File: src/rtl/md_pkg.sv
// Shared MD-link types, default widths and the transfer legality rule
// used by the responder and its capture FIFO.
package md_pkg;

  localparam int MD_DATA_W_DEF   = 32;
  localparam int MD_BUS_BYTES_DEF = MD_DATA_W_DEF / 8;
  localparam int MD_OFFSET_W_DEF = 2;
  localparam int MD_SIZE_W_DEF   = 3;
  localparam int MD_FIFO_DEPTH_DEF = 4;

  typedef enum logic [1:0] {
    IDLE,
    WAIT,
    RESP
  } md_resp_state_e;

  typedef struct packed {
    logic [MD_DATA_W_DEF-1:0]   data;
    logic [MD_OFFSET_W_DEF-1:0] offset;
    logic [MD_SIZE_W_DEF-1:0]   size;
    logic                       err;
  } md_beat_t;

  // Evaluated in 32 bits so offset+size can never wrap.
  function automatic logic md_is_legal(input int unsigned offset,
                                       input int unsigned size,
                                       input int unsigned bus_bytes);
    return (size != 0) && ((offset + size) <= bus_bytes);
  endfunction

endpackage

File: src/rtl/md_resp_fifo.sv
// Synchronous FIFO of captured MD beats; head entry is shown combinationally
// and stays stable until popped. Push on full and pop on empty are ignored.
module md_resp_fifo
  import md_pkg::*;
#(
  parameter type T          = md_beat_t,
  parameter int  FIFO_DEPTH = MD_FIFO_DEPTH_DEF
) (
  input  logic                          clk,
  input  logic                          reset,
  input  logic                          push_i,
  input  T                              wdata_i,
  input  logic                          pop_i,
  output T                              rdata_o,
  output logic [$clog2(FIFO_DEPTH):0]   level_o,
  output logic                          full_o,
  output logic                          empty_o
);

  localparam int AW = $clog2(FIFO_DEPTH);
  localparam int LW = AW + 1;

  T               mem [FIFO_DEPTH];
  logic [AW-1:0]  wr_ptr_q;
  logic [AW-1:0]  rd_ptr_q;
  logic [LW-1:0]  level_q;
  logic           do_push;
  logic           do_pop;

  assign full_o  = (level_q == LW'(FIFO_DEPTH));
  assign empty_o = (level_q == '0);
  assign do_push = push_i & ~full_o;
  assign do_pop  = pop_i & ~empty_o;
  assign rdata_o = mem[rd_ptr_q];
  assign level_o = level_q;

  always_ff @(posedge clk) begin
    if (reset) begin
      wr_ptr_q <= '0;
      rd_ptr_q <= '0;
      level_q  <= '0;
    end else begin
      if (do_push) wr_ptr_q <= wr_ptr_q + AW'(1);
      if (do_pop)  rd_ptr_q <= rd_ptr_q + AW'(1);
      unique case ({do_push, do_pop})
        2'b10:   level_q <= level_q + LW'(1);
        2'b01:   level_q <= level_q - LW'(1);
        default: level_q <= level_q;
      endcase
    end
  end

  // Storage carries no reset; the pointers define which entries are live.
  always_ff @(posedge clk) begin
    if (do_push) mem[wr_ptr_q] <= wdata_i;
  end

endmodule

File: src/rtl/md_responder.sv
// MD-link sink: waits a programmable delay, answers with a one-cycle md_ready
// (plus md_err for illegal transfers), queues accepted beats and flags misbehaviour.
module md_responder
  import md_pkg::*;
#(
  parameter int ALGN_DATA_WIDTH = MD_DATA_W_DEF,
  parameter int BUS_BYTES       = ALGN_DATA_WIDTH / 8,
  parameter int OFFSET_W        = (BUS_BYTES > 1) ? $clog2(BUS_BYTES) : 1,
  parameter int SIZE_W          = $clog2(BUS_BYTES) + 1,
  parameter int FIFO_DEPTH      = MD_FIFO_DEPTH_DEF
) (
  input  logic                          clk,
  input  logic                          reset,
  input  logic                          md_valid,
  input  logic [ALGN_DATA_WIDTH-1:0]    md_data,
  input  logic [OFFSET_W-1:0]           md_offset,
  input  logic [SIZE_W-1:0]             md_size,
  output logic                          md_ready,
  output logic                          md_err,
  input  logic [3:0]                    cfg_ready_delay,
  input  logic                          cfg_err_en,
  output logic                          out_valid,
  output logic [ALGN_DATA_WIDTH-1:0]    out_data,
  output logic [OFFSET_W-1:0]           out_offset,
  output logic [SIZE_W-1:0]             out_size,
  output logic                          out_err,
  input  logic                          out_ready,
  output logic [$clog2(FIFO_DEPTH):0]   fifo_level,
  output logic                          proto_viol,
  input  logic                          proto_viol_clr
);

  typedef struct packed {
    logic [ALGN_DATA_WIDTH-1:0] data;
    logic [OFFSET_W-1:0]        offset;
    logic [SIZE_W-1:0]          size;
    logic                       err;
  } beat_t;

  md_resp_state_e             state_q;
  logic [3:0]                 cnt_q;
  logic                       md_ready_q;
  logic                       md_err_q;
  logic                       viol_q;
  logic [ALGN_DATA_WIDTH-1:0] cap_data_q;
  logic [OFFSET_W-1:0]        cap_off_q;
  logic [SIZE_W-1:0]          cap_size_q;
  logic                       cap_err_q;

  logic  req_err;
  logic  fifo_full;
  logic  fifo_empty;
  logic  pop;
  logic  push;
  logic  space;
  logic  viol_set;
  beat_t push_beat;
  beat_t head_beat;

  assign req_err = ~md_is_legal(32'(md_offset), 32'(md_size), 32'(BUS_BYTES)) & cfg_err_en;
  assign pop     = ~fifo_empty & out_ready;
  // A pop in the same cycle frees a slot in time for the push from RESP.
  assign space   = ~fifo_full | pop;
  assign push    = (state_q == RESP) & md_valid;

  always_comb begin
    viol_set = 1'b0;
    if (state_q == WAIT) begin
      viol_set = ~md_valid | (md_data != cap_data_q) |
                 (md_offset != cap_off_q) | (md_size != cap_size_q);
    end else if (state_q == RESP) begin
      viol_set = ~md_valid;
    end
  end

  always_ff @(posedge clk) begin
    if (reset) begin
      state_q    <= IDLE;
      cnt_q      <= '0;
      md_ready_q <= 1'b0;
      md_err_q   <= 1'b0;
      viol_q     <= 1'b0;
    end else begin
      viol_q     <= viol_set | (viol_q & ~proto_viol_clr);
      md_ready_q <= 1'b0;
      md_err_q   <= 1'b0;
      unique case (state_q)
        IDLE: begin
          if (md_valid) begin
            cnt_q <= cfg_ready_delay;
            if ((cfg_ready_delay == 4'd0) && space) begin
              state_q    <= RESP;
              md_ready_q <= 1'b1;
              md_err_q   <= req_err;
            end else begin
              state_q <= WAIT;
            end
          end
        end
        WAIT: begin
          if (!md_valid) begin
            state_q <= IDLE;
          end else if (cnt_q > 4'd1) begin
            cnt_q <= cnt_q - 4'd1;
          end else begin
            // Last wait cycle; stay here with cnt=0 while the FIFO is full.
            cnt_q <= '0;
            if (space) begin
              state_q    <= RESP;
              md_ready_q <= 1'b1;
              md_err_q   <= cap_err_q;
            end
          end
        end
        RESP: begin
          state_q <= IDLE;
        end
        default: begin
          state_q <= IDLE;
        end
      endcase
    end
  end

  always_ff @(posedge clk) begin
    if ((state_q == IDLE) && md_valid) begin
      cap_data_q <= md_data;
      cap_off_q  <= md_offset;
      cap_size_q <= md_size;
      cap_err_q  <= req_err;
    end
  end

  assign push_beat.data   = cap_data_q;
  assign push_beat.offset = cap_off_q;
  assign push_beat.size   = cap_size_q;
  assign push_beat.err    = md_err_q;

  md_resp_fifo #(
    .T          (beat_t),
    .FIFO_DEPTH (FIFO_DEPTH)
  ) u_fifo (
    .clk     (clk),
    .reset   (reset),
    .push_i  (push),
    .wdata_i (push_beat),
    .pop_i   (pop),
    .rdata_o (head_beat),
    .level_o (fifo_level),
    .full_o  (fifo_full),
    .empty_o (fifo_empty)
  );

  assign md_ready   = md_ready_q;
  assign md_err     = md_err_q;
  assign proto_viol = viol_q;
  assign out_valid  = ~fifo_empty;
  assign out_data   = head_beat.data;
  assign out_offset = head_beat.offset;
  assign out_size   = head_beat.size;
  assign out_err    = head_beat.err;

endmodule

File: config.mk
export PLATFORM = sky130hd
export DESIGN_NAME = md_responder
export DESIGN_NICKNAME = d
export VERILOG_FILES = /design/src/rtl/md_pkg.sv /design/src/rtl/md_resp_fifo.sv /design/src/rtl/md_responder.sv
export SDC_FILE = /design/constraint.sdc
export NUM_CORES = 1
export LEC_CHECK = 0
export BUFFER_PORTS_ARGS = -buffer_cell sky130_fd_sc_hd__buf_2
export CAP_MARGIN = 40
export CORE_AREA = 2 2 145 119
export DETAILED_ROUTE_END_ITERATION = 8
export DIE_AREA = 0 0 147 121
export HOLD_SLACK_MARGIN = 0.1
export PLACE_DENSITY = 0.74
export SLEW_MARGIN = 40
export SYNTH_ARGS = -nofsm -noshare
export SYNTH_HDL_FRONTEND = slang
export SYNTH_SLANG_ARGS = --single-unit
File: constraint.sdc
create_clock -name clk -period 6.91 [get_ports clk]
set_input_delay 1.382 -clock clk [delete_from_list [all_inputs] [get_ports clk]]
set_output_delay 1.382 -clock clk [all_outputs]
set_load 0.005 [all_outputs]
; Word level (Yosys, flattened, before mapping)
; Memories as Yosys holds them, arrays and structs flattened. A register that Yosys moved wholly into a read port is not among the register bits.
; Index checks and enable logic that the tools add are counted.
[classes]
add_sub_neg = 6
order_cmp = 2
n_eq_ne = 12
muxes = 29
bitwise = 16
n_reduce_logical = 11
[ops]
columns = cell, count
row1 = $ne A32 B32 Y1, 1
row2 = $mux W1, 14
row3 = $mux W2, 7
row4 = $mux W4, 3
row5 = $pmux W4 S2, 1
row6 = $and A1 B1 Y1, 6
row7 = $ne A3 B3 Y1 const B, 2
row8 = $pmux W3 S2, 1
row9 = $reduce_and A3 Y1, 2
row10 = $not A1 Y1, 5
row11 = $or A1 B1 Y1, 5
row12 = $add A2 B1 Y2 const B, 2
row13 = $add A2 B3 Y4, 1
row14 = $eq A2 B1 Y1 const B, 2
row15 = $eq A2 B2 Y1 const B, 2
row16 = $gt A4 B1 Y1 const B, 1
row17 = $le A4 B3 Y1 const B, 1
row18 = $logic_not A4 Y1, 1
row19 = $ne A2 B2 Y1 const B, 2
row20 = $pmux W1 S2, 2
row21 = $pmux W2 S2, 1
row22 = $reduce_bool A2 Y1, 2
row23 = $sub A4 B1 Y4 const B, 1
row24 = $add A3 B1 Y3 const B, 1
row25 = 8 further kinds, 10
[word_totals]
reg_bits = 54
ramBits = 152
output_inout_bits = 45
mem_count = 1
[mem_list]
columns = name, depth, width, rd, rd_clocked_by_memory_dff, wr, line_no
row1 = u_fifo.mem, 4, 38, 1, 1, 1, md_resp_fifo.sv:23  ; T mem [FIFO_DEPTH];

; Logic depth before layout (Yosys ltp)
; Gate-level depths: netlist (run 1).
[depth]
ltp_word = 8
mapped_depth = 11
mapped_depth_nobuf = 10

; Modules after synthesis
; From an unflattened synthesis (run 1), not the netlist that was laid out.
[unflattened]
hier_cells = 416
area_unflattened_um2 = 8147.8
[modules_own_cells]
columns = mod, n_inst, cells_per_inst, area_each_um2, seq_area_each_um2
row1 = md_resp_fifo, 1, 252, 5973.2, 4744.6
row2 = md_responder, 1, 164, 2174.6, 1321.3

; Worst setup path before layout (run 1)
; OpenSTA, ideal clock, no wires.
[synth_timing]
path_kind = input port to flip-flop
start = input md_valid
end = register cap_data_q[0], enable pin
setup_time_ns = 0.433
arrival_time_ns = 3.118
t_required_ns = 6.477
path_slack_ns = 3.358
cell_stages = 2
path_cell_list = nand2b_1 > nor2_1
[synth_between]
elab_chain_len = 1
[synth_rtl]
columns = element, line_no
row1 = "start, declared", md_responder.sv:14  ; input logic md_valid,
row2 = $logic_and A1 B1 Y1, md_responder.sv:126  ; if ((state_q == IDLE) && md_valid) begin
row3 = "end signal, assigned", md_responder.sv:127  ; cap_data_q <= md_data;
row4 = "end, declared", md_responder.sv:45  ; logic [ALGN_DATA_WIDTH-1:0] cap_data_q;
; Every way passes these cells.
; A chain may end at the register's enable or synchronous reset.

==> results of run 1 <==
-- cell usage after synthesis (all sizes together) --
cell and number:
a211oi 1, a21oi 5, a22oi 1, a2bb2oi 1, a311oi 1, a32oi 1
and2 5, and2b 1, and4b 1, buf 9, clkbuf 3, dfxtp 18
edfxtp 190, fa 2, ha 9, inv 14, mux2i 1, mux4 38
nand2 3, nand2b 4, nand3 1, nand4 3, nor2 18, nor2b 3
nor3 5, nor3b 1, nor4 12, o21ai 5, o21ba 1, o221ai 2
o22ai 1, o31a 1, o31ai 1, or3 2, or3b 1, or4 1
xnor2 3, xor2 39
-- how the worst min path moves through the flow --
| stage | to | slack [ps] | depth (start not counted) |
|---|---|---|---|
| after detailed placement | u_fifo.level_o[2]$_SDFFE_PP0P_ | 510 | 2 |
| after floorplan | u_fifo.mem[0][0]$_DFFE_PP_ | 480 | 0 |
| after global placement | flop | 500 | 2 |
| after global routing | u_fifo.mem[0][17]$_DFFE_PP_ | 550 | 0 |
| after CTS | u_fifo.level_o[2]$_SDFFE_PP0P_ | 520 | 2 |
| final | u_fifo.level_o[2]$_SDFFE_PP0P_ | 520 | 2 |
-- power breakdown --
part	internal, mW	total, mW	switching [mW]
logic	0.0468	0.105	0.0584
registers	1.40	1.43	0.0246
clock network	0.633	1.06	0.428
total	2.08	2.59	0.511
-- critical path: cells and delay by family (launching register included) --
kind                   cells  cell delay, ps
buffers and inverters      2             580
flip-flops                 1             320
multiplexers               1             610
-- stage by stage --
| step | setup slack [ps] | hold slack [ps] |
|---|---|---|
| detailed placement | 3720 | 512 |
| floorplan | 3360 | 484 |
| finish | 3480 | 520 |
| global placement | 3740 | 500 |
| global route | 3370 | 554 |
| CTS | 3250 | 521 |
-- cells by family after synthesis --
group	synth area share [%]
adders and majority gates	1.89
and+or+nand+nor	4.22
DFF	75.3
xor gates and xnor gates	4.57
buffers and inverters	1.54
muxes	10.7
AOI/OAI and AO/OA	1.75
-- layout make-up --
type / count / area (um^2) / share of cell area [%]
diodes: 1 / 2.50 / 0.0266
clock buffers: 30 / 559 / 5.95
clock inverters: 5 / 72.6 / 0.773
inverters: 14 / 52.6 / 0.559
multi-input cells: 174 / 1890 / 20.1
flip-flops and latches: 208 / 6070 / 64.6
well taps: 220 / 275 / 2.93
repair buffers: 93 / 474 / 5.05
-- sequential cells by signal (all words and copies together) (netlist names), named ones only --
name             flops
u_fifo.mem         152
cap_data_q          32
cnt_q                4
cap_size_q           3
u_fifo.level_o       3
cap_off_q            2
state_q              2
u_fifo.rd_ptr_q      2
u_fifo.wr_ptr_q      2
cap_err_q            1
md_err               1
md_ready             1
proto_viol           1
-- per-layer routing --
metal | wire length (um) | share of wire (%)
met4 | 264 | 1.8
met5 | 13 | 0.089
met3 | 1080 | 7.4
met1 | 6290 | 43
met2 | 6990 | 48
==> results.md, run 1 <==
- Layout fillers: 1258
- Synth Register Bits: 208
- Fin. max-slew vios: 0
- Inst Count DP: 709
- Grt ovf: 0
- Worst path cell trace: buf_6 > mux4_2 > buf_2
- Worst hold path class: reg2reg
- Pin count of the biggest net entering global routing: 39
- Clk_skew: 11.3 ps
- Total Die Area: 17800 um^2
- Met1 usage: 23.3%
- Area share of the largest cell type after synthesis: 70.8%
- Syn Inst Count: 408
- Cell Pwr Density: 276 nW/um^2
- Final setup TNS: 0 ps
- Worst EP arrival: 2050 ps
- Max-cap viol count: 0
- Commonest non-fill, non-tap cell in the layout: edfxtp_1
- Wire length per cell: 19.7 um
- Die Y: 121 um
- Final Cell Area: 9390 um^2
- Period minus WS final: 3430 ps
- Fin cells: 745
- Unique cell type count in the Yosys netlist: 44
- Number of port buffers: 91
- Clock root cell: clkbuf_16
- Final nets: 569
- Outcome: finished, final reports clean
- Dpl hpwl: 9130 um
- Reg-to-Reg Start: state_q[0]$_SDFFE_PP0P_
- Data required, critical path: 5530 ps
- Slew HR: 53.1%
- Cell Area, Synth: 8060 um^2
- Via count: 4029
- Drt drc: 0
- Die width: 147 um
- R2R Path End: u_fifo.level_o[2]$_SDFFE_PP0P_
- Fin crit share: 49.7%
- Post-CTS setup repair buffer count: 0
- Final ANT Viol Nets: 0
- Setup violations, final: 0
- First DRT Iteration DRCs: 203
- Num CTS Buffers: 20
- Leak pwr: 3.18 nW
- Number of global-route vias before repair: 4153
- CTS tree: yes
- Total power: 2.59 mW
- Final Hold Viols: 0
- Total nets after synthesis: 466
- Top post-synthesis cells by area: edfxtp_1, mux4_2, dfxtp_1
- CTS hold repair buffers: 0
- Met2 Use GR: 27.4%
- Post-synth top area cell: edfxtp_1
- Worst vdd ir: 0.186 mV
- Slew @ Worst Pin: 697 ps
- Hold_sp: u_fifo.level_o[2]$_SDFFE_PP0P_
- Layout cells sized above 1: 31.9%
- Yosys Warn Count: 0
- RSZ-0062 raised after global routing: false
- Crit path to: out_data[17]
- Sequential-to-total area share from yosys stat: 75.3%
- First-pass DRT Iterations: 5
- Worst path max stage delay: 610 ps
- Worst R2R Setup Slack: 4560 ps
- CTS max path bufs: 3
- Clock transition at path regs: 60 ps
- Syn_area_per_cell: 19.7 um^2
- Sink Count: 208
- FF-to-FF path depth: 8
- Area added between synthesis and finish: 16.6%
- H-Tree Depth: 1
- Site row count: 42
- First-pass GRT wire length: 22600 um
- Final WL: 14600 um
- Ports: 92
- Post_cts resized: 0
- Core Region: 16300 um^2
- GP Congestion: 0.830
- Met3 Use GR: 4.36%
- Worst Setup End Kind: output port
- Fmax: 291 MHz
- Most used routing layer: met2
- GRT Total Usage: 16.9%
- DP Area: 8750 um^2
- Slowest cell on crit path: mux4_2
- DR vias/cell: 5.41
- Initial antenna violation count: 2
- CP startpoint kind: flop
- Crit Path Max Fanout: 38
- Initial core utilization: 49.5%
- Worst-Skew Late Latency: 490 ps
- Final Util: 57.7%
- Setup Crit Path Kind: reg2out
- Most frequent cells in the layout: edfxtp_1, buf_2, xor2_1, mux4_2, clkbuf_16
Note: power is estimated with default switching activity, not from simulation.
==> inputs of run 2 (changes only) <==
==> constraint.sdc (replaced) <==
create_clock -name clk -period 3.41 [get_ports clk]
set_input_delay 0.682 -clock clk [delete_from_list [all_inputs] [get_ports clk]]
set_output_delay 0.682 -clock clk [all_outputs]
set_load 0.005 [all_outputs]
==> run 2 against run 1 <==
- utilization rose by 0.35 points
- die area unchanged
- clock skew down 1.8 ps
- largest cell class unchanged
- count of clock-buffer cells in the layout decreased by 2
- sequential cell count did not move
- critical endpoint is now out_data[15]
- critical path type unchanged
- cell area rose by 0.61%
- combinational power increased by 110%
- final cell count rose by 0.67%
==> results.md, run 2 (synthesis results as in run 1) <==
- CP startpoint kind: flop
- Final WL: 15200 um (+3.5%)
- Clock transition at path regs: 60 ps (about the same)
- H-Tree Depth: 1 (unchanged)
- CTS max path bufs: 3 (unchanged)
- Die width: 147 um (unchanged)
- Slew HR: 55.1% (+2.0 points)
- Grt ovf: 0 (unchanged)
- Leak pwr: 3.22 nW (+1.3%)
- Worst R2R Setup Slack: 1160 ps (-3400 ps)
- Slew @ Worst Pin: 667 ps (-29.2 ps)
- Sink Count: 208 (unchanged)
- Site row count: 42 (unchanged)
- Wire length per cell: 20.2 um (+2.8%)
- Outcome: finished, final reports clean
- Pin count of the biggest net entering global routing: 39 (unchanged)
- Worst hold path class: in2reg
- Dpl hpwl: 9390 um (+2.9%)
- Final nets: 575 (+1.1%)
- Largest register by flop count: u_fifo.mem
- GP Congestion: 0.845 (+1.9%)
- Layout cells sized above 1: 33.1% (+1.2 points)
- Commonest non-fill, non-tap cell in the layout: edfxtp_1
- Hold depth: 1 (-1)
- Fmax: 367 MHz
- Most used routing layer: met2
- Core Region: 16300 um^2 (unchanged)
- CTS tree: yes
- Period minus WS final: 2730 ps
- RSZ-0062 raised after global routing: false
- FF-to-FF path depth: 8 (unchanged)
- Most frequent cells in the layout: edfxtp_1, buf_2, xor2_1, mux4_2, clkbuf_16
- First-pass DRT Iterations: 4 (-1)
- R2R Path End: u_fifo.level_o[2]$_SDFFE_PP0P_
- Biggest registers after layout: u_fifo.mem: 152 flops, cap_data_q: 32 flops, cnt_q: 4 flops
- Num CTS Buffers: 21 (+5.0%)
- Worst vdd ir: 0.266 mV (+42%)
- Final ANT Viol Nets: 0 (unchanged)
- Data required, critical path: 2730 ps (-2800 ps)
- Number of global-route vias before repair: 4319 (+4.0%)
- Via count: 4011 (-0.45%)
- Initial antenna violation count: 2 (unchanged)
- Drt drc: 0 (unchanged)
- Met2 Use GR: 28.2% (+0.79 points)
- Met1 usage: 25.9% (+2.5 points)
- First-pass GRT wire length: 23900 um (+5.7%)
- Clk_skew: 9.49 ps (-1.82 ps)
- Post-CTS setup repair buffer count: 0 (unchanged)
- Max reg flops: 152 (unchanged)
- Setup Crit Path Kind: reg2out
- Clock root cell: clkbuf_16
- Area added between synthesis and finish: 17.3%
- Hold_sp: md_data[8]
- GRT Total Usage: 17.8% (+0.95 points)
- Die Y: 121 um (unchanged)
- Hold EP: cap_data_q[8]$_DFFE_PP_
- Number of port buffers: 91 (unchanged)
- Final Cell Area: 9450 um^2 (+0.61%)
- Reg-to-Reg Start: state_q[0]$_SDFFE_PP0P_
- Worst EP arrival: 2040 ps (about the same)
- Fin crit share: 80.0%
- Met3 Use GR: 4.06% (-0.30 points)
- Post_cts resized: 0 (unchanged)
- Total Die Area: 17800 um^2 (unchanged)
- DP Area: 8800 um^2 (+0.49%)
- Initial core utilization: 49.5% (unchanged)
- Setup violations, final: 0 (unchanged)
- First DRT Iteration DRCs: 382 (+88%)
- Crit Path Max Fanout: 28 (-26%)
- CTS hold repair buffers: 0 (unchanged)
- Max-cap viol count: 0 (unchanged)
- Fin. max-slew vios: 0 (unchanged)
- Final Hold Viols: 0 (unchanged)
- Ports: 92 (unchanged)
- Cell Pwr Density: 561 nW/um^2 (+100%)
- DR vias/cell: 5.35 (-1.1%)
- Final setup TNS: 0 ps (unchanged)
- Worst-Skew Late Latency: 480 ps (about the same)
- Worst Setup End Kind: output port
==> run 2: changes by cell type in the layout (fill, tap and decap cells not counted), sizes merged <==
cell	previous run	this run
clkbuf	30	28
inv	14	15
clkinv	3	4
buf	93	98
==> run 2: report_power, final <==
group / leakage [nW] / total (mW) / internal (mW) / switching [mW]
Combinational: 1.03 / 0.218 / 0.0956 / 0.122
Sequential: 1.88 / 2.89 / 2.84 / 0.0504
Clock: 0.318 / 2.19 / 1.31 / 0.886
Total: 3.22 / 5.30 / 4.24 / 1.06
==> run 2: area by class of cell <==
type / instances / area [um^2]
Fill cell: 1244 / 6840
Inverter: 14 / 52.6
Antenna cell: 1 / 2.50
Tap cell: 220 / 275
Timing Repair Buffer: 98 / 520
Clock inverter: 7 / 88.8
Sequential cell: 208 / 6070
Multi-Input combinational cell: 174 / 1880
Clock buffer: 28 / 562
==> run 2: worst max-delay path by stage <==
| stage | start | end | slack, ps | cells past startpoint |
|---|---|---|---|---|
| floorplan | md_valid | cap_data_q[0]$_DFFE_PP_ | 560 | 2 |
| global placement | md_valid | u_fifo.level_o[2]$_SDFFE_PP0P_ | 1040 | 9 |
| detailed placement | md_valid | u_fifo.level_o[2]$_SDFFE_PP0P_ | 960 | 9 |
| CTS | flop | out_data[13] | 640 | 3 |
| global route | flop | out_size[2] | 600 | 3 |
| finish | flop | out_data[15] | 680 | 3 |
==> run 2: worst max-delay path, stage by stage, from the launching register on <==
cell and delay [ps]:
dfxtp_2 520, buf_4 450, mux4_2 420, buf_2 150
==> run 2: through the flow <==
step,power (mW),util (%),setup slack (ps),cells,hold WS [ps]
after floorplan,3.05,-,558,408,484
after global placement,3.15,54.0,1040,714,497
after detailed placement,3.16,54.0,958,714,522
after CTS,5.35,58.0,635,749,387
after global routing,5.49,58.0,596,749,387
final,5.30,58.0,683,750,399
==> run 2: metal layers <==
layer,wire (um),part of all wire (%)
met2,7030,46
met5,0,0
met4,279,1.8
met1,6880,45
met3,978,6.4
==> inputs of run 3 (changes only) <==
--- a/config.mk
+++ b/config.mk
@@ -11,7 +11,7 @@
 export DETAILED_ROUTE_END_ITERATION = 8
 export DIE_AREA = 0 0 147 121
 export HOLD_SLACK_MARGIN = 0.1
-export PLACE_DENSITY = 0.74
+export PLACE_DENSITY = 0.77
 export SLEW_MARGIN = 40
 export SYNTH_ARGS = -nofsm -noshare
 export SYNTH_HDL_FRONTEND = slang
==> constraint.sdc (replaced) <==
create_clock -name clk -period 2.5 [get_ports clk]
set_input_delay 0.5 -clock clk [delete_from_list [all_inputs] [get_ports clk]]
set_output_delay 0.5 -clock clk [all_outputs]
set_load 0.005 [all_outputs]
==> run 3 against run 2 <==
- sequential share of layout area fell by 0.72 points
- via count rose by 1.8%
- critical path depth did not move
- first-iteration DRC count fell by 21%
- clock skew rose by 1.6 ps
- utilization rose by 0.66 points
- final cell count rose by 0.53%
- total power rose by 37%
- sequential cell count did not move
- clock power rose by 38%
- setup slack got worse by 580 ps
==> results.md, run 3 (synthesis results as in run 1) <==
- Slew HR: 59.9% (+4.8 points)
- Num CTS Buffers: 21 (unchanged)
- Initial antenna violation count: 2 (unchanged)
- Total Die Area: 17800 um^2 (unchanged)
- Sw power: 1.48 mW (+40%)
- Final ANT Viol Nets: 0 (unchanged)
- Pint: 5.79 mW (+37%)
- GP Congestion: 0.833 (-1.5%)
- CTS hold repair buffers: 0 (unchanged)
- Number of global-route vias before repair: 4209 (-2.5%)
- Setup Crit Path Kind: reg2out
- CTS max path bufs: 3 (unchanged)
- RSZ-0062 raised after global routing: false
- Drt drc: 0 (unchanged)
- Outcome: finished, final reports clean
- Layout fillers: 1253 (+0.72%)
- Grt ovf: 0 (unchanged)
- Die Y: 121 um (unchanged)
- Pin count of the biggest net entering global routing: 39 (unchanged)
- Die width: 147 um (unchanged)
- Cell Pwr Density: 760 nW/um^2 (+36%)
- Worst path max stage delay: 590 ps (+70 ps)
- GRT Total Usage: 17.7% (-0.12 points)
- Sw frac: 20.3% (+0.36 points)
- Hold Slack: 216 ps (-183 ps)
- Core Region: 16300 um^2 (unchanged)
- Clk_skew: 11.1 ps (+1.60 ps)
- Via count: 4084 (+1.8%)
- Dpl hpwl: 9200 um (-2.1%)
- Leak pwr: 3.25 nW (+0.94%)
- Number of port buffers: 91 (unchanged)
- Final nets: 576 (+0.17%)
- Max reg flops: 152 (unchanged)
- Worst hold path class: in2reg
- First-pass GRT wire length: 23600 um (-1.2%)
- Post_cts resized: 0 (unchanged)
- Comb pwr share: 4.2% (about the same)
- Commonest non-fill, non-tap cell in the layout: edfxtp_1
- Wire length per cell: 20.1 um (-0.40%)
- Final WL: 15200 um (+0.13%)
- DR vias/cell: 5.42 (+1.3%)
- Post-CTS setup repair buffer count: 0 (unchanged)
- Power share of the clock group: 41.6% (+0.2 points)
- Initial core utilization: 49.5% (unchanged)
- Site row count: 42 (unchanged)
- Worst Setup End Kind: output port
- Worst vdd ir: 0.471 mV (+77%)
- Final setup TNS: 0 ps (unchanged)
- Data required, critical path: 2000 ps (-730 ps)
- First-pass DRT Iterations: 4 (unchanged)
- Max-cap viol count: 0 (unchanged)
- Sequential share of power: 54.2% (-0.3 points)
- First DRT Iteration DRCs: 302 (-21%)
- Fin crit share: 95.8%
- Slew @ Worst Pin: 596 ps (-71.3 ps)
- Biggest registers after layout: u_fifo.mem: 152 flops, cap_data_q: 32 flops, cnt_q: 4 flops
- Period minus WS final: 2400 ps
- Worst-Skew Late Latency: 490 ps (about the same)
- WP buf/inv: 2 (unchanged)
- Area added between synthesis and finish: 18.6%
- Setup violations, final: 0 (unchanged)
- Clock root cell: clkbuf_16
- Fmax: 417 MHz
- Largest register by flop count: u_fifo.mem
- Layout cells sized above 1: 33.8% (+0.75 points)
- Ports: 92 (unchanged)
- Clock transition at path regs: 60 ps (about the same)
- Worst EP arrival: 1900 ps (-140 ps)
- Sink Count: 208 (unchanged)
- Final Hold Viols: 0 (unchanged)
- Worst path cell trace: buf_12 > mux4_2 > buf_2
- Slowest cell on crit path: mux4_2
- Crit Path Max Fanout: 38 (+36%)
- Top delay family on crit path: multiplexers
- CTS tree: yes
- CP startpoint kind: flop
- Most frequent cells in the layout: edfxtp_1, buf_2, xor2_1, mux4_2, clkbuf_16
- Fin. max-slew vios: 0 (unchanged)
- H-Tree Depth: 1 (unchanged)
==> run 3: cell count changes in the layout (fill, tap and decap cells not counted), sizes merged <==
cell,change
buf,+1
inv,-1
clkbuf,-4
clkinv,+5
clkinvlp,+2
diode,+1
==> run 3: power groups by stage <==
stage / clock network [mW] / logic [mW] / registers, mW
6_report: 3.02 / 0.304 / 3.94
5_1_grt: 3.22 / 0.335 / 3.95
4_1_cts: 3.09 / 0.307 / 3.94
3_5_place_dp: 0 / 0.304 / 4.01
3_3_place_gp: 0 / 0.296 / 4.00
2_1_floorplan: 0 / 0.172 / 3.99
==> run 3: through the flow <==
stage	setup slack (ps)	std cells	instance area (um^2)	utilization (%)	total power, mW
after CTS	76.7	752	9550	58.6	7.33
after global routing	25.3	752	9550	58.6	7.51
after detailed placement	159	715	8880	54.5	4.32
after floorplan	291	408	8060	-	4.16
final	104	754	9560	58.7	7.27
after global placement	316	715	8880	54.5	4.30
==> run 3: path summary, 6_finish.rpt <==
check	cells past startpoint	slack, ps	from	endpoint
max	3	100	flop	out_data[6]
min	1	220	md_data[13]	cap_data_q[13]$_DFFE_PP_
max reg2reg	8	200	state_q[0]$_SDFFE_PP0P_	u_fifo.level_o[2]$_SDFFE_PP0P_
min reg2reg	0	540	md_err$_SDFF_PP0_	u_fifo.mem[1][0]$_DFFE_PP_
==> run 3: final cells by class <==
class                           instances  area (um^2)  share of cell area, %
Inverter                               14         52.6                  0.550
Antenna cell                            2         5.00                 0.0524
Clock buffer                           24          547                   5.72
Tap cell                              220          275                   2.88
Timing Repair Buffer                   99          603                   6.31
Clock inverter                         13          126                   1.32
Sequential cell                       208         6070                   63.5
Multi-Input combinational cell        174         1880                   19.7
==> run 3: routing by layer <==
layer | vias to the layer above | wire [um] | global-route usage (%)
met5 | - | 0 | 0
met3 | 19 | 1150 | 4.51
met1 | 2066 | 6550 | 24.6
met4 | 0 | 223 | 3.31
met2 | 158 | 7260 | 29.0
li1 | 1841 | - | -
